### src/rtl/led_scan.sv
// Row-scan engine for the 8x8 LED frame store: fetches one row of pixel words,
// shows it on the row/column drivers for a fixed dwell, blanks, then moves on.
module led_scan #(
    parameter int DWELL_CYCLES = 1000,
    parameter int BLANK_CYCLES = 16
) (
    input  logic       clk,
    input  logic       rst,
    input  logic       en,
    input  logic       ram_grant,
    output logic [7:0] addr_row,
    output logic [7:0] addr_col,
    output logic       ram_we,
    output logic       fetch_active,
    input  logic [3:0] led_data,
    output logic [7:0] row_out,
    output logic [7:0] col_r,
    output logic [7:0] col_g,
    output logic [2:0] row_idx,
    output logic       frame_start
);

    localparam int MAXC = (DWELL_CYCLES > BLANK_CYCLES) ? DWELL_CYCLES : BLANK_CYCLES;
    localparam int CW   = $clog2(MAXC + 1);

    typedef enum logic [1:0] {IDLE, FETCH, SHOW, BLANK} state_t;

    state_t        state, state_nxt;
    logic [3:0]    issue_cnt;   // 0..8; 8 means all eight addresses issued
    logic [2:0]    cap_cnt;
    logic          grant_d;
    logic [CW-1:0] tmr;
    logic [2:0]    pix     [8]; // {stored, G, R} per column
    logic [2:0]    pix_nxt [8];
    logic          issue, capture, last_cap, show_done, blank_done;
    logic          unused_lsb;

    assign unused_lsb = led_data[0];

    assign issue      = (state == FETCH) && ram_grant && !issue_cnt[3];
    assign capture    = (state == FETCH) && grant_d;
    assign last_cap   = capture && (cap_cnt == 3'd7);
    assign show_done  = (state == SHOW)  && (tmr == CW'(DWELL_CYCLES - 1));
    assign blank_done = (state == BLANK) && (tmr == CW'(BLANK_CYCLES - 1));

    assign addr_row     = 8'h01 << row_idx;
    assign addr_col     = issue_cnt[3] ? 8'h80 : (8'h01 << issue_cnt[2:0]);
    assign ram_we       = 1'b0;
    assign fetch_active = (state == FETCH);

    always_comb begin
        state_nxt = state;
        case (state)
            IDLE:    if (en)         state_nxt = FETCH;
            FETCH:   if (last_cap)   state_nxt = SHOW;
            SHOW:    if (show_done)  state_nxt = BLANK;
            BLANK:   if (blank_done) state_nxt = en ? FETCH : IDLE;
            default:                 state_nxt = IDLE;
        endcase
    end

    always_ff @(posedge clk) begin
        if (rst) state <= IDLE;
        else     state <= state_nxt;
    end

    // Slot 7 lands on the same edge that enters SHOW, so drive from the merged view.
    always_comb begin
        for (int k = 0; k < 8; k++) begin
            pix_nxt[k] = (capture && (cap_cnt == 3'(k))) ? led_data[3:1] : pix[k];
        end
    end

    always_ff @(posedge clk) begin
        if (rst) begin
            row_idx     <= '0;
            issue_cnt   <= '0;
            cap_cnt     <= '0;
            grant_d     <= 1'b0;
            tmr         <= '0;
            frame_start <= 1'b0;
            row_out     <= '0;
            col_r       <= '0;
            col_g       <= '0;
            for (int k = 0; k < 8; k++) pix[k] <= '0;
        end else begin
            grant_d     <= issue;
            frame_start <= 1'b0;
            for (int k = 0; k < 8; k++) pix[k] <= pix_nxt[k];

            if (state_nxt != FETCH) issue_cnt <= '0;
            else if (issue)         issue_cnt <= issue_cnt + 4'd1;

            if (state != FETCH) cap_cnt <= '0;
            else if (capture)   cap_cnt <= cap_cnt + 3'd1;

            if (state_nxt != state)                    tmr <= '0;
            else if (state == SHOW || state == BLANK)  tmr <= tmr + 1'b1;

            if ((state == IDLE && en) || (blank_done && en && row_idx == 3'd7))
                frame_start <= 1'b1;

            if (blank_done) row_idx <= en ? row_idx + 3'd1 : 3'd0;

            if (state == FETCH && state_nxt == SHOW) begin
                row_out <= 8'h01 << row_idx;
                for (int k = 0; k < 8; k++) begin
                    col_r[k] <= pix_nxt[k][2] & pix_nxt[k][0];
                    col_g[k] <= pix_nxt[k][2] & pix_nxt[k][1];
                end
            end else if (show_done) begin
                row_out <= '0;
                col_r   <= '0;
                col_g   <= '0;
            end
        end
    end

endmodule

### config.mk
export PLATFORM = sky130hd
export DESIGN_NAME = led_scan
export DESIGN_NICKNAME = d
export VERILOG_FILES = /design/src/rtl/led_scan.sv
export SDC_FILE = /design/constraint.sdc
export NUM_CORES = 1
export LEC_CHECK = 0
export ABC_AREA = 1
export BUFFER_PORTS_ARGS = -buffer_cell sky130_fd_sc_hd__buf_2
export CAP_MARGIN = 10
export CORE_UTILIZATION = 50
export CTS_CLUSTER_SIZE = 16
export DETAILED_ROUTE_END_ITERATION = 8
export HOLD_SLACK_MARGIN = 0.08
export PLACE_DENSITY = 0.75
export SLEW_MARGIN = 20
export SYNTH_ARGS = -nofsm -noshare
export SYNTH_HDL_FRONTEND = slang
export SYNTH_SLANG_ARGS = --single-unit
export TNS_END_PERCENT = 50
### constraint.sdc
create_clock -name clk -period 1.55 [get_ports clk]
set_clock_uncertainty 0.2 [all_clocks]
set_input_delay 0.31 -clock clk [delete_from_list [all_inputs] [get_ports clk]]
set_output_delay 0.31 -clock clk [all_outputs]
set_load 0.05 [all_outputs]
==> results_dict.tcl, run 1 <==
set metrics [dict create \
    status "stopped before the end" \
    lastStage "5_1_grt" \
    error "[ERROR GRT-0232] Routing congestion too high. Check the congestion heatmap in the GUI." \
    synth_area_um2 3210 \
    synth-edff-count 0 \
    synth-seq-area-share 0.436 \
    die_w_um 82.1 \
    dieHeight_um 82.1 \
    synth_top_area_share 0.436 \
    ys.flop_type "dfxtp_1" \
    ys_async_sr_fraction 0 \
    clkSinkCount 70 \
    synth_area_leader_cell "dfxtp_1" \
    synthCells 421 \
    worstEndpointType "output port" \
    ys_ff_latch 70 \
    grt_overflow 232 \
    grt_start_max_net_pins 21 \
    avgSynthCellArea_um2 7.63 \
    synth_area_leaders "dfxtp_1 44%, nand2_1 9.5%, ha_1 7.4%" \
    synth_common_cells "81 x nand2_1, 70 x dfxtp_1, 56 x nor2_1, 45 x inv_1, 37 x nand3_1" \
    synth_cell_types 36 \
    htree_levels 3 \
    cts_max_path_buffers 2 \
    hpwl_um 5260 \
    grt-worst-endpoint "addr_col[7]" \
    rows 28 \
    grtUsageTotal 0.841 \
    io_buffers 51 \
    yosys_warnings 0 \
    cts_root_buf "clkbuf_8" \
    placedCellCount 592 \
    yosys.cell_count.top_type "nand2_1" \
    synth_nets 448 \
    io_pins 54 \
    gp_congestion 0.831 \
    cts_buffers 9 \
    start_util 0.530 \
    place_ws_ps -316 \
]
==> cells by family after synthesis <==
kind of cell | after synthesis | synth area share
adder cells (fa/ha/maj) | 19 | 0.0740
AO/OA/AOI/OAI | 58 | 0.100
other | 1 | 0.00117
buffers and inverters | 69 | 0.0924
XOR/XNOR | 9 | 0.0246
AND/OR/NAND/NOR | 194 | 0.268
multiplexers | 1 | 0.00312
flip-flops | 70 | 0.436
==> per-layer routing <==
| layer | global-route usage | GRT overflow |
|---|---|---|
| met5 | 0.0667 | 0 |
| met4 | 1.04 | 66 |
| met3 | 0.576 | 1 |
| met2 | 1.10 | 165 |
| met1 | 0.784 | 0 |
==> timing repair <==
item                                    CTS
endpoints found under the setup margin   80
pin swaps                                42
gates resized for setup                 178
endpoints found under the hold margin     1
hold buffers                              1
cloned                                    4
buffers inserted                         27
==> metrics by stage <==
stage,cell area (µm²),hold WS [ps]
floorplan,3380,246
global placement,4100,245
detailed placement,4100,252
CTS,5150,127
==> inputs of run 2 (changes only) <==
--- a/config.mk
+++ b/config.mk
@@ -8,11 +8,9 @@
 export ABC_AREA = 1
 export BUFFER_PORTS_ARGS = -buffer_cell sky130_fd_sc_hd__buf_2
 export CAP_MARGIN = 10
-export CORE_UTILIZATION = 50
-export CTS_CLUSTER_SIZE = 16
+export CORE_UTILIZATION = 40
 export DETAILED_ROUTE_END_ITERATION = 8
-export HOLD_SLACK_MARGIN = 0.08
-export PLACE_DENSITY = 0.75
+export PLACE_DENSITY_LB_ADDON = 0.15
 export SLEW_MARGIN = 20
 export SYNTH_ARGS = -nofsm -noshare
 export SYNTH_HDL_FRONTEND = slang
==> constraint.sdc (replaced) <==
create_clock -name clk -period 2 [get_ports clk]
set_clock_uncertainty 0.2 [all_clocks]
set_input_delay 0.4 -clock clk [delete_from_list [all_inputs] [get_ports clk]]
set_output_delay 0.4 -clock clk [all_outputs]
set_load 0.05 [all_outputs]
==> run 2 against run 1 <==
Net effect:
- the flow now finishes without violations
- synthesized cell count unchanged
- synthesized area unchanged
==> results_dict.tcl, run 2 <==
set metrics [dict create \
    status "complete, no violations" \
    p_comb_frac 0.046 \
    synth-seq-area-share 0.436 \
    power.share.switching 0.234 \
    max_freq_ghz 0.503 \
    multi_input_area_um2 1600 \
    grt_overflow 0 \
    cp_num_cells 4 \
    p_sw_uw 664 \
    slowest_stage "dfxtp_4" \
    whs_endpoint "pix[0][10]" \
    largest_reg_flops 22 \
    pwr-share-clk 0.460 \
    synthCells 421 \
    wl_met3_um 251 \
    power_density_nw_per_um2 712 \
    antenna_found_initial 0 \
    cp_slowest_stage_delay_ps 370 \
    io_pins 54 \
    nNetsFinal 504 \
    rsz0062_at_grt "yes" \
    grt_pass1_wl_um 11200 \
    leakage_nw 1.79 \
    path_class "flip-flop to output port" \
    muxShareOfSynthArea 0.00312 \
    critical-path-top-delay-family "flip-flops" \
    period_share 0.995 \
    startpoint_type "flip-flop" \
    peakVddDrop_mv 0.390 \
    r2r_end "tmr[5]" \
    p_int_mw 2.18 \
    hp-class "primary input to flip-flop" \
    cts_max_path_buffers 2 \
    drtIter0Drc 57 \
    ys.flop_type "dfxtp_1" \
    drt-vias-per-instance 4.67 \
    synth_cell_types 36 \
    min_path_cells 3 \
    required_ps 1400 \
    arrival_ps 1390 \
    final_cell_mix "81 x nand2_1, 64 x dfxtp_1, 53 x nor2_1, 41 x inv_1, 37 x nand3_1" \
    top_register "pix" \
    cts_tree "yes" \
    startpoint "issue_cnt[0]" \
    clkSinkCount 70 \
    mostFrequentLayoutCell "nand2_1" \
    cts_hold_buf 0 \
    cp_cell_sequence "ha_4, ha_4, or2_4, buf_8" \
    hold_slack_ps 160 \
    synth_compound_area_frac 0.100 \
    drive_above_1_share 0.251 \
    top_regs "pix x22, tmr x10" \
    worstRegToRegCells 10 \
    core-area_um2 7730 \
    drc 0 \
    htree_levels 3 \
    nFillCells 786 \
    regArea_um2 1410 \
    vias 2728 \
    synth_top_family_by_area "simple AND/OR/NAND/NOR gates" \
    synth_nets 448 \
    yosys_warnings 0 \
    synthSimpleGateAreaFrac 0.268 \
    start_util 0.415 \
    seqPwrFrac 0.494 \
    grt_start_max_net_pins 25 \
    synth_area_leader_cell "dfxtp_1" \
    rows 32 \
    top_layer "met4" \
    hpwl_um 4720 \
    ys_async_sr_fraction 0 \
    fin_util 0.516 \
    ys_ff_latch 70 \
    wirelength_um 6660 \
    avgRoutedWirePerCell_um 11.4 \
    grt_pass1_vias 2530 \
    wl_met1_um 3350 \
    worstHoldStart "led_data[2]" \
    synth-edff-count 0 \
    avgSynthCellArea_um2 7.63 \
    dr.pass1.iters 4 \
    post-route-min-period_ps 1990 \
    ant_nets 0 \
    synth_area_um2 3210 \
    rrSetupSlack_ps 140 \
    yosys.cell_count.top_type "nand2_1" \
    synth_top_area_share 0.436 \
    power_mw 2.84 \
    dieHeight_um 91.6 \
    die_area_um2 8390 \
    gp_congestion 0.773 \
    cp_num_buf_inv 1 \
    cts_buffers 9 \
    hold_viol 0 \
    r2r_start "cap_cnt[1]" \
    io_buffers 51 \
    end_kind "output port" \
    setup_violations 0 \
    grtUsageTotal 0.167 \
    slew_viol_final 0 \
    cts.clk_slew.worst_paths_ps 80 \
    synth-xor-area-share 0.0246 \
    met2_length_um 2970 \
    die_w_um 91.6 \
    area_growth_pct 24.2 \
    synth_area_leaders "dfxtp_1 44%, nand2_1 9.5%, ha_1 7.4%" \
    n_antenna_cell 0 \
    synth_common_cells "81 x nand2_1, 70 x dfxtp_1, 56 x nor2_1, 45 x inv_1, 37 x nand3_1" \
    crit_top_cell "ha_4" \
    maxCapViolCount 0 \
    worstPathMaxFanout 4 \
    cts_root_buf "clkbuf_8" \
    insertion_delay_ps 340 \
    synth_fa_ha_area_frac 0.0740 \
]
[run 2: worst max path at each step]
stage / endpoint / slack [ps]
2_1_floorplan: addr_col[2] / -230
3_3_place_gp: tmr[9] / 150
3_5_place_dp: tmr[5] / 90
4_1_cts: addr_col[7] / -40
5_1_grt: addr_row[1] / -30
6_report: addr_col[7] / 10
[run 2: logic make-up after synthesis]
family | Yosys count
compound gates | 58
xor+xnor | 9
fa+ha+maj | 19
buf+inv | 69
flops | 70
mux | 1
other cells | 1
simple gates | 194
[run 2: through the flow]
step,instance area (µm²),instances,setup TNS (ps),setup slack [ps]
6_report,3990,584,0,10.2
2_1_floorplan,3220,421,-1510,-230
3_3_place_gp,3590,566,0,146
3_5_place_dp,3590,566,0,86.2
4_1_cts,3880,584,-44.8,-44.8
5_1_grt,3990,584,-112,-28.4
[run 2: final cells by class]
cell class              instances  share of cell area
multi-input cells             282               0.400
well taps                     102              0.0320
clock inverters                 6              0.0235
inverters                      54              0.0534
repair buffers                 60               0.102
clock buffers                  10              0.0345
flip-flops and latches         70               0.355
[run 2: worst reg2reg max path, cell delays in order, from the launching register on]
cell and delay, ps:
dfxtp_1 380, ha_1 190, ha_2 210, inv_1 40, o21ai_0 150, nand3_1 110, nor2_2 110, nand2_1 90
nand2_1 110, nand2_4 100, nor2_1 110
[run 2: routing by layer]
metal,vias up,global-route usage
met2,49,0.276
met4,0,0.0661
li1,1445,-
met1,1226,0.212
met3,8,0.0352
met5,-,0
[run 2: repair_timing]
action,4_1_cts,5_1_grt
setup endpoints to repair,13,25
setup buffers,2,0
endpoints found under the hold margin,0,0
gates resized for setup,18,38
pin swaps,0,3
[run 2: power groups by stage]
stage	Clock, mW	Sequential [mW]	Combinational [mW]
6_report	1.31	1.40	0.131
5_1_grt	1.39	1.40	0.144
4_1_cts	1.34	1.40	0.128
3_5_place_dp	0	1.44	0.124
3_3_place_gp	0	1.44	0.125
2_1_floorplan	0	1.44	0.0876
Power figures use the tool's default switching activity.
